**src/rtl/clock_pkg.sv**
```systemverilog
// Shared definitions for the digital clock display path.
//   - mode_e      : mode_select encodings (run / set sec / set min / set hour)
//   - limit_e     : range selector for the binary-to-BCD converter
//   - disp_t      : one registered display word {anode_n, seg_n, dp_n}
//   - NUM_DIGITS  : number of multiplexed digits
//   - SEG_BLANK / SEG_DASH and the 0-9 segment table (seg_of_bcd)
// All segment patterns are {g,f,e,d,c,b,a}, active-low.
package clock_pkg;

  typedef enum logic [1:0] {
    MODE_RUN  = 2'b00,
    MODE_SEC  = 2'b01,
    MODE_MIN  = 2'b10,
    MODE_HOUR = 2'b11
  } mode_e;

  typedef enum logic {
    LIMIT_59 = 1'b0,
    LIMIT_23 = 1'b1
  } limit_e;

  localparam int NUM_DIGITS = 6;

  localparam logic [6:0] SEG_BLANK = 7'h7F;
  localparam logic [6:0] SEG_DASH  = 7'b0111111;

  typedef struct packed {
    logic [5:0] anode_n;
    logic [6:0] seg_n;
    logic       dp_n;
  } disp_t;

  // Everything dark: used both for reset and for the anti-ghosting gap.
  localparam disp_t DISP_DARK = '{anode_n: 6'b111111, seg_n: SEG_BLANK, dp_n: 1'b1};

  // Digit segment table. Codes above 9 never reach here in normal use
  // (the converter flags them invalid); they fall back to a dash.
  function automatic logic [6:0] seg_of_bcd(input logic [3:0] d);
    logic [6:0] s;
    case (d)
      4'd0:    s = 7'b1000000;
      4'd1:    s = 7'b1111001;
      4'd2:    s = 7'b0100100;
      4'd3:    s = 7'b0110000;
      4'd4:    s = 7'b0011001;
      4'd5:    s = 7'b0010010;
      4'd6:    s = 7'b0000010;
      4'd7:    s = 7'b1111000;
      4'd8:    s = 7'b0000000;
      4'd9:    s = 7'b0010000;
      default: s = SEG_DASH;
    endcase
    return s;
  endfunction

endpackage

```
**src/rtl/bin2bcd_60.sv**
```systemverilog
// Combinational binary-to-BCD conversion for one clock field.
// Ports:
//   value     in  6  binary field value
//   limit_sel in  1  LIMIT_23 for hours, LIMIT_59 for minutes/seconds
//   tens      out 4  value / 10
//   ones      out 4  value % 10
//   valid     out 1  value is within the selected limit
module bin2bcd_60
  import clock_pkg::*;
(
  input  logic [5:0] value,
  input  logic       limit_sel,
  output logic [3:0] tens,
  output logic [3:0] ones,
  output logic       valid
);

  logic [5:0] rem;

  // Repeated subtraction of 10: a 6-bit input needs at most six steps,
  // after which the remainder is always below 10.
  always_comb begin
    rem  = value;
    tens = 4'd0;
    for (int i = 0; i < 6; i++) begin
      if (rem >= 6'd10) begin
        rem  = rem - 6'd10;
        tens = tens + 4'd1;
      end
    end
    ones = rem[3:0];
  end

  always_comb begin
    if (limit_sel == LIMIT_23) begin
      valid = (value <= 6'd23);
    end else begin
      valid = (value <= 6'd59);
    end
  end

endmodule

```
**src/rtl/clock_display_scan.sv**
```systemverilog
// Display back-end for the digital clock: snapshots the timer's hour,
// minute and second once per frame, converts them to BCD and scans a
// 6-digit common-anode 7-segment display. The field being set flashes.
// Ports:
//   clk, rst      system clock, synchronous active-high reset
//   hour_in       6  binary hours (0..23 valid)
//   minute_in     6  binary minutes (0..59 valid)
//   second_in     6  binary seconds (0..59 valid)
//   mode_select   2  00 run, 01 set sec, 10 set min, 11 set hour
//   enable_5hz    1  single-cycle 5 Hz strobe driving the blink rate
//   anode_n       6  digit enables, active-low; bit0 = sec ones .. bit5 = hour tens
//   seg_n         7  segments {g,f,e,d,c,b,a}, active-low
//   dp_n          1  decimal point, active-low (lit on digits 2 and 4)
// All outputs are registered and reflect the scan position one cycle late.
module clock_display_scan
  import clock_pkg::*;
#(
  parameter int REFRESH_DIV  = 50000,
  parameter int BLANK_CYCLES = 500,
  parameter int BLINK_TICKS  = 2
) (
  input  logic       clk,
  input  logic       rst,
  input  logic [5:0] hour_in,
  input  logic [5:0] minute_in,
  input  logic [5:0] second_in,
  input  logic [1:0] mode_select,
  input  logic       enable_5hz,
  output logic [5:0] anode_n,
  output logic [6:0] seg_n,
  output logic       dp_n
);

  localparam int DIV_W   = $clog2(REFRESH_DIV);
  localparam int BLINK_W = (BLINK_TICKS > 1) ? $clog2(BLINK_TICKS) : 1;

  localparam logic [DIV_W-1:0]   DIV_LAST    = DIV_W'(REFRESH_DIV - 1);
  localparam logic [DIV_W-1:0]   BLANK_LIMIT = DIV_W'(BLANK_CYCLES);
  localparam logic [BLINK_W-1:0] BLINK_LAST  = BLINK_W'(BLINK_TICKS - 1);
  localparam logic [2:0]         DIGIT_LAST  = 3'(NUM_DIGITS - 1);

  // ---------------------------------------------------------------------
  // State
  // ---------------------------------------------------------------------
  logic [DIV_W-1:0]   div_cnt_q,     div_cnt_d;
  logic [2:0]         digit_idx_q,   digit_idx_d;
  logic [5:0]         hour_snap_q,   hour_snap_d;
  logic [5:0]         minute_snap_q, minute_snap_d;
  logic [5:0]         second_snap_q, second_snap_d;
  logic [BLINK_W-1:0] blink_cnt_q,   blink_cnt_d;
  logic               blink_phase_q, blink_phase_d;
  disp_t              disp_q,        disp_d;

  logic slot_end;
  logic frame_end;

  // ---------------------------------------------------------------------
  // Scan counter and digit index
  // ---------------------------------------------------------------------
  always_comb begin
    slot_end    = (div_cnt_q == DIV_LAST);
    frame_end   = slot_end && (digit_idx_q == DIGIT_LAST);
    div_cnt_d   = div_cnt_q + 1'b1;
    digit_idx_d = digit_idx_q;
    if (slot_end) begin
      div_cnt_d = '0;
      if (digit_idx_q == DIGIT_LAST) begin
        digit_idx_d = 3'd0;
      end else begin
        digit_idx_d = digit_idx_q + 3'd1;
      end
    end
  end

  // ---------------------------------------------------------------------
  // Snapshot: all three fields are captured together on the last cycle
  // of a frame, so one frame never mixes old and new time values.
  // ---------------------------------------------------------------------
  always_comb begin
    hour_snap_d   = hour_snap_q;
    minute_snap_d = minute_snap_q;
    second_snap_d = second_snap_q;
    if (frame_end) begin
      hour_snap_d   = hour_in;
      minute_snap_d = minute_in;
      second_snap_d = second_in;
    end
  end

  // ---------------------------------------------------------------------
  // Blink phase: free-running, independent of mode so that entering a
  // set mode does not restart the flash cadence.
  // ---------------------------------------------------------------------
  always_comb begin
    blink_cnt_d   = blink_cnt_q;
    blink_phase_d = blink_phase_q;
    if (enable_5hz) begin
      if (blink_cnt_q == BLINK_LAST) begin
        blink_cnt_d   = '0;
        blink_phase_d = ~blink_phase_q;
      end else begin
        blink_cnt_d = blink_cnt_q + 1'b1;
      end
    end
  end

  // ---------------------------------------------------------------------
  // BCD conversion of the snapshot registers
  // ---------------------------------------------------------------------
  logic [3:0] hour_tens,   hour_ones;
  logic [3:0] minute_tens, minute_ones;
  logic [3:0] second_tens, second_ones;
  logic       hour_valid,  minute_valid, second_valid;

  bin2bcd_60 u_hour_bcd (
    .value     (hour_snap_q),
    .limit_sel (LIMIT_23),
    .tens      (hour_tens),
    .ones      (hour_ones),
    .valid     (hour_valid)
  );

  bin2bcd_60 u_minute_bcd (
    .value     (minute_snap_q),
    .limit_sel (LIMIT_59),
    .tens      (minute_tens),
    .ones      (minute_ones),
    .valid     (minute_valid)
  );

  bin2bcd_60 u_second_bcd (
    .value     (second_snap_q),
    .limit_sel (LIMIT_59),
    .tens      (second_tens),
    .ones      (second_ones),
    .valid     (second_valid)
  );

  // ---------------------------------------------------------------------
  // Digit mux and next display word
  // ---------------------------------------------------------------------
  logic [3:0] digit_val;
  logic       digit_valid;
  mode_e      digit_field;  // the set-mode that owns the current digit
  logic       blink_hide;
  logic       in_blank;
  logic [6:0] digit_seg;

  always_comb begin
    digit_val   = 4'd0;
    digit_valid = 1'b0;
    digit_field = MODE_RUN;
    case (digit_idx_q)
      3'd0: begin digit_val = second_ones; digit_valid = second_valid; digit_field = MODE_SEC;  end
      3'd1: begin digit_val = second_tens; digit_valid = second_valid; digit_field = MODE_SEC;  end
      3'd2: begin digit_val = minute_ones; digit_valid = minute_valid; digit_field = MODE_MIN;  end
      3'd3: begin digit_val = minute_tens; digit_valid = minute_valid; digit_field = MODE_MIN;  end
      3'd4: begin digit_val = hour_ones;   digit_valid = hour_valid;   digit_field = MODE_HOUR; end
      3'd5: begin digit_val = hour_tens;   digit_valid = hour_valid;   digit_field = MODE_HOUR; end
      default: begin
        digit_val   = 4'd0;
        digit_valid = 1'b0;
        digit_field = MODE_RUN;
      end
    endcase
  end

  always_comb begin
    // mode_select is used live (not snapshotted) so mode changes show up
    // on the very next registered output.
    blink_hide = (mode_e'(mode_select) != MODE_RUN) &&
                 (mode_e'(mode_select) == digit_field) &&
                 blink_phase_q;

    if (blink_hide) begin
      digit_seg = SEG_BLANK;
    end else if (!digit_valid) begin
      digit_seg = SEG_DASH;
    end else begin
      digit_seg = seg_of_bcd(digit_val);
    end

    in_blank = (BLANK_CYCLES > 0) && (div_cnt_q < BLANK_LIMIT);

    disp_d = DISP_DARK;
    if (!in_blank) begin
      disp_d.anode_n = ~(6'b000001 << digit_idx_q);
      disp_d.seg_n   = digit_seg;
      // Separators sit on the ones digits of minutes and hours: HH.MM.SS
      disp_d.dp_n    = !((digit_idx_q == 3'd2) || (digit_idx_q == 3'd4));
    end
  end

  // ---------------------------------------------------------------------
  // Registers
  // ---------------------------------------------------------------------
  always_ff @(posedge clk) begin
    if (rst) begin
      div_cnt_q     <= '0;
      digit_idx_q   <= 3'd0;
      hour_snap_q   <= 6'd0;
      minute_snap_q <= 6'd0;
      second_snap_q <= 6'd0;
      blink_cnt_q   <= '0;
      blink_phase_q <= 1'b0;
      disp_q        <= DISP_DARK;
    end else begin
      div_cnt_q     <= div_cnt_d;
      digit_idx_q   <= digit_idx_d;
      hour_snap_q   <= hour_snap_d;
      minute_snap_q <= minute_snap_d;
      second_snap_q <= second_snap_d;
      blink_cnt_q   <= blink_cnt_d;
      blink_phase_q <= blink_phase_d;
      disp_q        <= disp_d;
    end
  end

  assign anode_n = disp_q.anode_n;
  assign seg_n   = disp_q.seg_n;
  assign dp_n    = disp_q.dp_n;

endmodule

```
**config.mk**
```make
export PLATFORM = sky130hd
export DESIGN_NAME = clock_display_scan
export DESIGN_NICKNAME = d
export VERILOG_FILES = /design/src/rtl/clock_pkg.sv /design/src/rtl/bin2bcd_60.sv /design/src/rtl/clock_display_scan.sv
export SDC_FILE = /design/constraint.sdc
export NUM_CORES = 1
export LEC_CHECK = 0
export BUFFER_PORTS_ARGS = -buffer_cell sky130_fd_sc_hd__buf_2
export CAP_MARGIN = 20
export CORE_MARGIN = 2
export CORE_UTILIZATION = 57
export DETAILED_ROUTE_END_ITERATION = 7
export PLACE_DENSITY = 0.89
export RECOVER_POWER = 25
export SLEW_MARGIN = 30
export SYNTH_ARGS = -nofsm -noshare
export SYNTH_HDL_FRONTEND = slang
export SYNTH_SLANG_ARGS = --single-unit
```
**constraint.sdc**
```tcl
create_clock -name clk -period 6.1 [get_ports clk]
set_input_delay 0.61 -clock clk [delete_from_list [all_inputs] [get_ports clk]]
set_output_delay 0.61 -clock clk [all_outputs]
set_load 0.03 [all_outputs]
```
; ---- After elaboration in Yosys (flattened, before gate mapping)
; Memory sizes are Yosys's and may differ from the RTL's.
; Index checks and enable logic that the tools add are counted.
[word_totals]
ff_bits = 53
mem_bits_ro = 112
in_bits = 23
out_inout_bits = 14
elab_cells = 138
n_memories = 1
[op_classes]
n_addsub = 36
n_lt_le_gt_ge = 22
eq_ne = 7
shift = 1
mux = 42
bitwise_logic = 3
n_reduce_logical = 15
[mem_list]
columns = memory, depth, width, read_ports, rd_ports_with_merged_regs, write_ports, line
row1 = (no name shown), 16, 7, 1, 0, 0, clock_pkg.sv:40  ; case (d)
[ops]
columns = op, count
row1 = $ge A6 B4 Y1 const B, 18
row2 = $mux W6, 15
row3 = $sub A6 B4 Y6 const B, 15
row4 = $mux W4, 18
row5 = $add A4 B1 Y4 const B, 12
row6 = $pmux W4 S6, 1
row7 = $add A16 B1 Y16 const B, 1
row8 = $eq A16 B16 Y1 const B, 1
row9 = $lt A16 B9 Y1 const B, 1
row10 = $le A6 B6 Y1 const B, 2
row11 = $sub A4 B4 Y4 const B, 3
row12 = $reduce_or A2 Y1, 5
row13 = $mux W7, 1
row14 = $add A1 B1 Y2 const B, 3
row15 = $eq A3 B2 Y1 const B, 2
row16 = $eq A3 B3 Y1 const B, 2
row17 = $le A6 B5 Y1 const B, 1
row18 = $not A6 Y6, 1
row19 = $pmux W2 S3, 1
row20 = $shl A1 B3 Y6 const A, 1
row21 = $mux W1, 4
row22 = $reduce_or A4 Y1, 1
row23 = $add A3 B1 Y3 const B, 1
row24 = $eq A3 B1 Y1 const B, 1
row25 = other kinds (12), 15

; ---- Depth between registers and ports, before layout
; Gate-level depths: netlist of the first run.
; An unclocked memory read counts as a cell.
[logic_depth]
word_depth = 15
mapped_depth = 29
ltp_nobuf = 27

; ---- Cells and area by module
; From an unflattened synthesis of the first run, not the netlist that was laid out.
[hier_totals]
cells_unflattened = 891
area_unflattened_um2 = 7046.8
[by_module_without_submodules]
columns = module, n_inst, cells_each, area_per_inst_um2, seq_area_each_um2
row1 = bin2bcd_60, 3, 202, 1521.5, 0.0
row2 = clock_display_scan, 1, 285, 2482.4, 1061.0

; ---- Worst setup path after synthesis of the first run
; Ideal clock, no wire load.
[synth_path]
path_kind = register to register
startpoint = reg second_snap_q[1]
endpoint = reg disp_q (netlist bit seg_n[3])
setup_time_ns = 0.142
arrival_time_ns = 6.317
required_time_ns = 5.958
slack_ns = -0.359
stages_incl_launch_ff = 28
n_path_buf = 2
period_less_slack_ns = 6.459
path_cell_list = dfxtp_1 > clkbuf_1 > inv_1 > ha_1 > nor2b_1 > nor3_1 > o21a_1 > nor2_1 > xnor2_1 > ha_1 > nor2b_1 > a311oi_1 > o2bb2ai_1 > a22oi_2 > buf_2 > mux2i_1 > ha_1 > mux2_4 > ha_1 > mux2_2 > ha_1 > nand2_1 > a211oi_1 > a31o_1 > or4_4 > ha_1 > nor4_1 > a211oi_1
[synth_via]
elab_chain_cells = 14
word_cells_on_any_way = 35
cone_classes = add/sub: 11 / order compare: 7 / mux: 14 / bitwise: 1 / reduce/logical: 1 / memory: 1
[synth_rtl]
columns = item, line
row1 = start: declaration, clock_display_scan.sv:49  ; logic [5:0] second_snap_q, second_snap_d;
row2 = start signal: assignment, clock_display_scan.sv:212  ; second_snap_q <= second_snap_d;
row3 = $sub A6 B4 Y6 or $ge A6 B4 Y1 (tied branches), "bin2bcd_60.sv:27, bin2bcd_60.sv:26"
row4 = $mux W6 or $mux W1 (tied branches), bin2bcd_60.sv:26  ; if (rem >= 6'd10) begin
row5 = "$sub A6 B4 Y6, or another cell as far along", bin2bcd_60.sv:27  ; rem = rem - 6'd10;
row6 = $mux W6 or $mux W4 (tied branches), bin2bcd_60.sv:26
row7 = "$sub A6 B4 Y6, or another cell as far along", bin2bcd_60.sv:27
row8 = $mux W6 or $mux W4 (tied branches), bin2bcd_60.sv:26
row9 = "$sub A6 B4 Y6, or another cell as far along", bin2bcd_60.sv:27
row10 = $mux W6 or $mux W4 (tied branches), bin2bcd_60.sv:26
row11 = "$sub A6 B4 Y6, or another cell as far along", bin2bcd_60.sv:27
row12 = $mux W6 or $mux W4 (tied branches), bin2bcd_60.sv:26
row13 = "$ge A6 B4 Y1, or another cell as far along", bin2bcd_60.sv:26
row14 = $mux W4, bin2bcd_60.sv:26
row15 = $pmux W4 S6, clock_display_scan.sv:153  ; case (digit_idx_q)
row16 = $mem_v2 Z16 W7, --
row17 = end signal: assignment, clock_display_scan.sv:215  ; disp_q <= disp_d;
row18 = end: declaration, clock_display_scan.sv:52  ; disp_t disp_q, disp_d;
; Parallel ways exist; a longest one is shown, timed or not.
; A chain may end at the register's enable or synchronous reset.

; ---- Worst setup path in the final report of the first run
[layout_path]
startpoint = reg second_snap_q[2]
endpoint = reg disp_q (netlist bit seg_n[3])
; The elaborated chain is that of the path after synthesis.

==> results.toml, run 1 <==
[place]
io_buffers = 36
dpl.cell_count = 929
hpwl_mm = 10.89
globalplace.congestion = 0.9839

[timing]
final-hold-violation-count = 0
setup_viol = 0
achievable-frequency_mhz = 168.8
final.setup_skew_ns = 0.006785
max_slew_margin = 0.1630
slew_violations = 0
max_slew.worst_pin.slew_ns = 1.255
period_minus_slack_ns = 5.926
layout_worst_path_cycle_share = 0.9714
finalSetupTns_ns = 0

[floorplanning]
top_level_ports = 37
fp.coreArea_sq_um = 9819
rows = 36
floorplan.die.height_microns = 104.9
die_width_microns = 104.9
design.die.area_sq_um = 11000
initial_utilization = 0.5907

[drt]
postRouteWirelength_mm = 14.81
remaining_drc_errors = 0
via_count = 5942
drt.antenna.violating_nets = 0
drt-pass1-iter-count = 5
wire_per_inst_microns = 15.66
viasPerCell = 6.281
drt_iter0_drc = 659

[global_routing]
final_global_route_overflow_total = 0
grtUsageTotal = 0.2669
first_pass_grt_wire_length_mm = 24.94
pin_count_of_the_biggest_net_entering_global_routing = 27
antenna_found_initial = 0
first_global_vias = 5516

[worst_setup_path]
crit_path_start_kind = "flop"
critPathRequiredTime_ns = 6.30
reg2reg_slack_ns = 0.17
launching_instance_or_port_of_the_critical_path = "second_snap_q[2]$_SDFFE_PP0P_"
critical_path.max_fanout = 4
r2r_start = "second_snap_q[2]$_SDFFE_PP0P_"
end_kind = "flop"
critical_path_arrival_ns = 6.13
critical_path_class = "flop to flop"

[yosys]
synth-edff-count = 0
synth-seq-cells = 53
post-synth-top-area-cell = "dfxtp_1"
synth_net_count = 841
ys_dominant_reg_cell = "dfxtp_1"
synth_cells = 785
synth_top_area_share = 0.1829
synthesis.area_sq_um = 5801
synthesis.yosys.warnings = 0
synth_async_reset_ratio = 0
synth_area_leaders = "dfxtp_1 18%, nand2_1 7.5%, ha_1 7.1%"
netlist-cell-type-count = 94
yosysSeqAreaShare = 0.1829
postSynthAreaPerCell_sq_um = 7.389

[outcome]
run_status = "finished clean"

[power]
power_leakage_nw = 2.436
sum_of_internal_switching_and_leakage_power_w = 0.0006181
power.density_cell_area_nw_per_um2 = 95.82
vdd_drop_max_uv = 136.1

[cts]
cts_max_level = 2
clk-insertion-delay-late_ns = 0.32
clk_pin_slew_worst_paths_ns = 0.10
root_buffer_selected_by_cts = "clkbuf_8"
cts-buffers-inserted = 5
tritoncts = "yes"
cts.sink_count = 53
clk_path_buf_depth = 2

[worst_hold_path]
worst_hold_startpoint = "div_cnt_q[0]$_SDFF_PP0_"
timing.hold.worst.class = "flop to flop"

[layout]
num_antenna_cells = 0
area.growth.synth_to_final_pct = 11.20
finish.net_count = 868
final_cell_count_without_fillers = 946
final_layout_size_suffix_gt1_frac = 0.1697

[flow_run]
count_of_maximum_capacitance_violations = 0
-- stage by stage --
stage / worst slack, ns / hold WS [ns] / instance area, sq um / util
5_1_grt: -0.09955 / 0.4990 / 6450 / 0.6569
3_5_place_dp: -0.07292 / 0.4413 / 6112 / 0.6225
2_1_floorplan: 0.02174 / 0.4176 / 5826 / -
3_3_place_gp: 0.1663 / 0.4295 / 6112 / 0.6225
4_1_cts: 0.02585 / 0.4642 / 6257 / 0.6372
6_report: 0.1744 / 0.4663 / 6450 / 0.6569
-- final cells by class --
class / count / area, sq um
Tap cell: 133 / 166.4
Sequential cell: 53 / 1075
Fill cell: 833 / 3369
Clock inverter: 3 / 43.79
Multi-Input combinational cell: 654 / 4596
Inverter: 34 / 127.6
Clock buffer: 5 / 68.82
Timing Repair Buffer: 64 / 372.9
-- metal layers --
metal | vias to the layer above | global-route usage | routed length, microns
met5 | - | 0 | 0
met4 | 0 | 0.09333 | 400
met3 | 37 | 0.03369 | 983
met2 | 259 | 0.4564 | 7195
met1 | 2710 | 0.3449 | 6233
li1 | 2936 | - | -
-- power breakdown --
part,internal (W),leakage (nW),total (W),switching (W)
clock network,0.000123,0.0585,0.000250,0.000127
logic,0.00000855,1.94,0.0000180,0.00000946
registers,0.000348,0.433,0.000350,0.00000238
-- worst max-delay path, stage by stage (launching register included) --
cell and delay [ns]:
dfxtp_1 0.32, inv_1 0.15, ha_4 0.18, nor3b_4 0.25, nor3_2 0.10, a211oi_2 0.16
buf_4 0.17, o21ai_1 0.07, and2_1 0.19, ha_1 0.22, nor2b_2 0.18, a311oi_2 0.30
o2bb2ai_2 0.17, a22oi_2 0.10, mux2i_2 0.26, ha_1 0.28, mux2_4 0.28, ha_1 0.31
mux2_2 0.29, ha_1 0.31, nand2_1 0.06, a211oi_1 0.06, a31o_1 0.21, or4_4 0.46
ha_1 0.33, nor4_1 0.28, a211oi_1 0.08
-- timing repair --
action | in CTS | in global routing
hold buffers | 0 | 0
endpoints found under the setup margin | 2 | 7
buffers inserted | 3 | 6
gates resized for setup | 3 | 41
pin swaps | 3 | 6
-- cell usage after synthesis (10+ instances only) --
master    count
nor4_1       11
nand2_1     116
mux2i_1      15
xor2_1       25
o21ai_0      42
nor2_1       53
xnor2_1      29
ha_1         33
dfxtp_1      53
clkbuf_1     31
a31oi_1      14
nor2b_1      12
inv_1        32
nand3_1      22
nor3_1       24
buf_2        10
a21oi_1      35
and2_1       10
-- path summary, 6_finish.rpt --
path,to,depth (start not counted)
worst min-delay path,div_cnt_q[0]$_SDFF_PP0_,1
worst min register to register,div_cnt_q[0]$_SDFF_PP0_,1
worst max-delay path,seg_n[3]$_SDFF_PP1_,26
worst max register to register,seg_n[3]$_SDFF_PP1_,26
-- cell usage in the layout, fill, tap and decap left out, drive strengths merged, types with 4 or more instances in the layout --
cell type,instances
a211o,6
a211oi,10
a21o,8
a21oi,39
a221oi,6
a22oi,4
a2bb2oi,5
a31oi,14
a32oi,7
and2,10
and3,9
and4,5
buf,50
clkbuf,19
dfxtp,53
ha,33
inv,34
mux2,7
mux2i,15
nand2,116
nand2b,6
nand3,22
nand3b,4
nand4,9
nor2,55
nor2b,12
nor3,27
nor4,13
nor4b,4
o211ai,10
o21a,6
o21ai,49
o22ai,9
o2bb2ai,5
o31ai,6
or2,13
or3,8
xnor2,31
xor2,25
-- sequential cells by signal (all words and copies together) (netlist names) --
| register | flops |
|---|---|
| anode_n | 6 |
| blink_cnt_q | 1 |
| blink_phase_q | 1 |
| digit_idx_q | 3 |
| div_cnt_q | 16 |
| dp_n | 1 |
| hour_snap_q | 6 |
| minute_snap_q | 6 |
| second_snap_q | 6 |
| seg_n | 7 |
-- cells by family (layout without fill, tap and decap cells) --
family / after synthesis / after routing / synth area share
compound gates: 216 / 216 / 0.2705
xor+xnor: 57 / 57 / 0.09103
fa+ha+maj: 33 / 33 / 0.07118
buf+inv: 78 / 106 / 0.05522
flops: 53 / 53 / 0.1829
mux: 22 / 22 / 0.04012
simple gates: 326 / 326 / 0.2890
Power figures use the tool's default switching activity.
==> run 2, diff against run 1 <==
GPL_ROUTABILITY_DRIVEN = 0   (was default)
PLACE_DENSITY = 0.76   (was 0.89)
==> results.toml, run 2 (synthesis gave the netlist of run 1 again) <==
[drt]
wire_per_inst_microns = 16.57
viasPerCell = 6.434
drt_iter0_drc = 509
remaining_drc_errors = 0
drt.antenna.violating_nets = 0
drt-pass1-iter-count = 5
postRouteWirelength_mm = 15.69
via_count = 6093

[worst_setup_path]
critical_path.top_delay_family = "adder cells"
worst-path-buf-inv = 1
critPathSlowestCell = "or4_4"
critical_path.max_fanout = 8
critPathRequiredTime_ns = 6.31
crit_top_cell = "ha_1"
critical_path_arrival_ns = 6.20
critical_path_class = "flop to flop"
end_kind = "flop"
crit_path_start_kind = "flop"
timing.critical_path.slowest_cell_delay_ns = 0.46
launching_instance_or_port_of_the_critical_path = "second_snap_q[1]$_SDFFE_PP0P_"
r2r_start = "second_snap_q[1]$_SDFFE_PP0P_"

[power]
vdd_drop_max_uv = 130.3
sum_of_internal_switching_and_leakage_power_w = 0.0005838
power_leakage_nw = 2.432
power.density_cell_area_nw_per_um2 = 91.48

[floorplanning]
die_width_microns = 104.9
floorplan.die.height_microns = 104.9
design.die.area_sq_um = 11000
fp.coreArea_sq_um = 9819
top_level_ports = 37
rows = 36
initial_utilization = 0.5907

[global_routing]
first_global_vias = 5621
final_global_route_overflow_total = 0
antenna_found_initial = 0
first_pass_grt_wire_length_mm = 26.01
pin_count_of_the_biggest_net_entering_global_routing = 27
grtUsageTotal = 0.2776

[timing]
max_slew_margin = 0.1979
slew_violations = 0
setup_viol = 0
fin_ws_ns = 0.1097
finalSetupTns_ns = 0
achievable-frequency_mhz = 166.9
final.hold.worst_slack_ns = 0.4585
period_minus_slack_ns = 5.990
max_slew.worst_pin.slew_ns = 1.203
final-hold-violation-count = 0
layout_worst_path_cycle_share = 0.9820
final.setup_skew_ns = 0.008542

[layout]
largest-register = "div_cnt_q"
num_antenna_cells = 0
finish.net_count = 869
num-fill-cells = 891
area_of_combinational_cells_with_multiple_inputs_sq_um = 4549
final_layout_size_suffix_gt1_frac = 0.1658
final_cell_mix = "116 x nand2_1, 52 x nor2_1, 47 x dfxtp_1"
area_taken_by_flip_flops_and_latches_sq_um = 1069
mostFrequentLayoutCell = "nand2_1"
largest_reg_flops = 16
area.growth.synth_to_final_pct = 10.01

[outcome]
run_status = "finished clean"

[cts]
clk-insertion-delay-late_ns = 0.33
cts-buffers-inserted = 5
hold_buffers = 0
clk_pin_slew_worst_paths_ns = 0.11
cts.sink_count = 53
clk_path_buf_depth = 2
tritoncts = "yes"
cts_max_level = 2
root_buffer_selected_by_cts = "clkbuf_8"

[worst_hold_path]
worst_hold_startpoint = "div_cnt_q[0]$_SDFF_PP0_"
timing.hold.worst.class = "flop to flop"

[place]
hpwl_mm = 11.58
dpl_worst_slack_ns = -0.03688
io_buffers = 36

[flow_run]
count_of_maximum_capacitance_violations = 0
run 2: per-stage QoR:
step	util	instances	instance area (sq um)
final	0.6498	947	6381
after global routing	0.6498	947	6381
after CTS	0.6360	942	6245
after detailed placement	0.6247	932	6135
after global placement	0.6247	932	6135
after floorplan	-	785	5826
run 2: final timing paths:
path / to / slack, ns / depth (start not counted)
worst max register to register: seg_n[3]$_SDFF_PP1_ / 0.11 / 25
worst max-delay path: seg_n[3]$_SDFF_PP1_ / 0.11 / 25
worst min register to register: div_cnt_q[0]$_SDFF_PP0_ / 0.46 / 1
worst min-delay path: div_cnt_q[0]$_SDFF_PP0_ / 0.46 / 1
run 2: cell type report:
type	count	area share
clock buffer	5	0.01078
clock inverter	3	0.003529
inverter	34	0.02000
multi-input combinational	654	0.7129
sequential	53	0.1675
tap	133	0.02608
timing repair buffer	65	0.05922
run 2: what timing repair did:
item,4_1_cts,5_1_grt
setup endpoints to repair,2,7
gates cloned,0,0
setup buffers,2,4
gates resized for setup,2,30
pin swaps,1,5
run 2: power by group:
group / internal, W / leakage, nW / switching [W] / total, W
combinational: 0.00000862 / 1.95 / 0.00000951 / 0.0000181
clock: 0.0000819 / 0.0481 / 0.000133 / 0.000215
sequential: 0.000349 / 0.431 / 0.00000220 / 0.000351
run 2: routing by layer:
layer,up-vias,global-route usage,share of wire
li1,2931,-,-
met1,2849,0.3491,0.43
met2,263,0.4833,0.48
met3,50,0.03805,0.056
met4,0,0.09810,0.033
met5,-,0,0
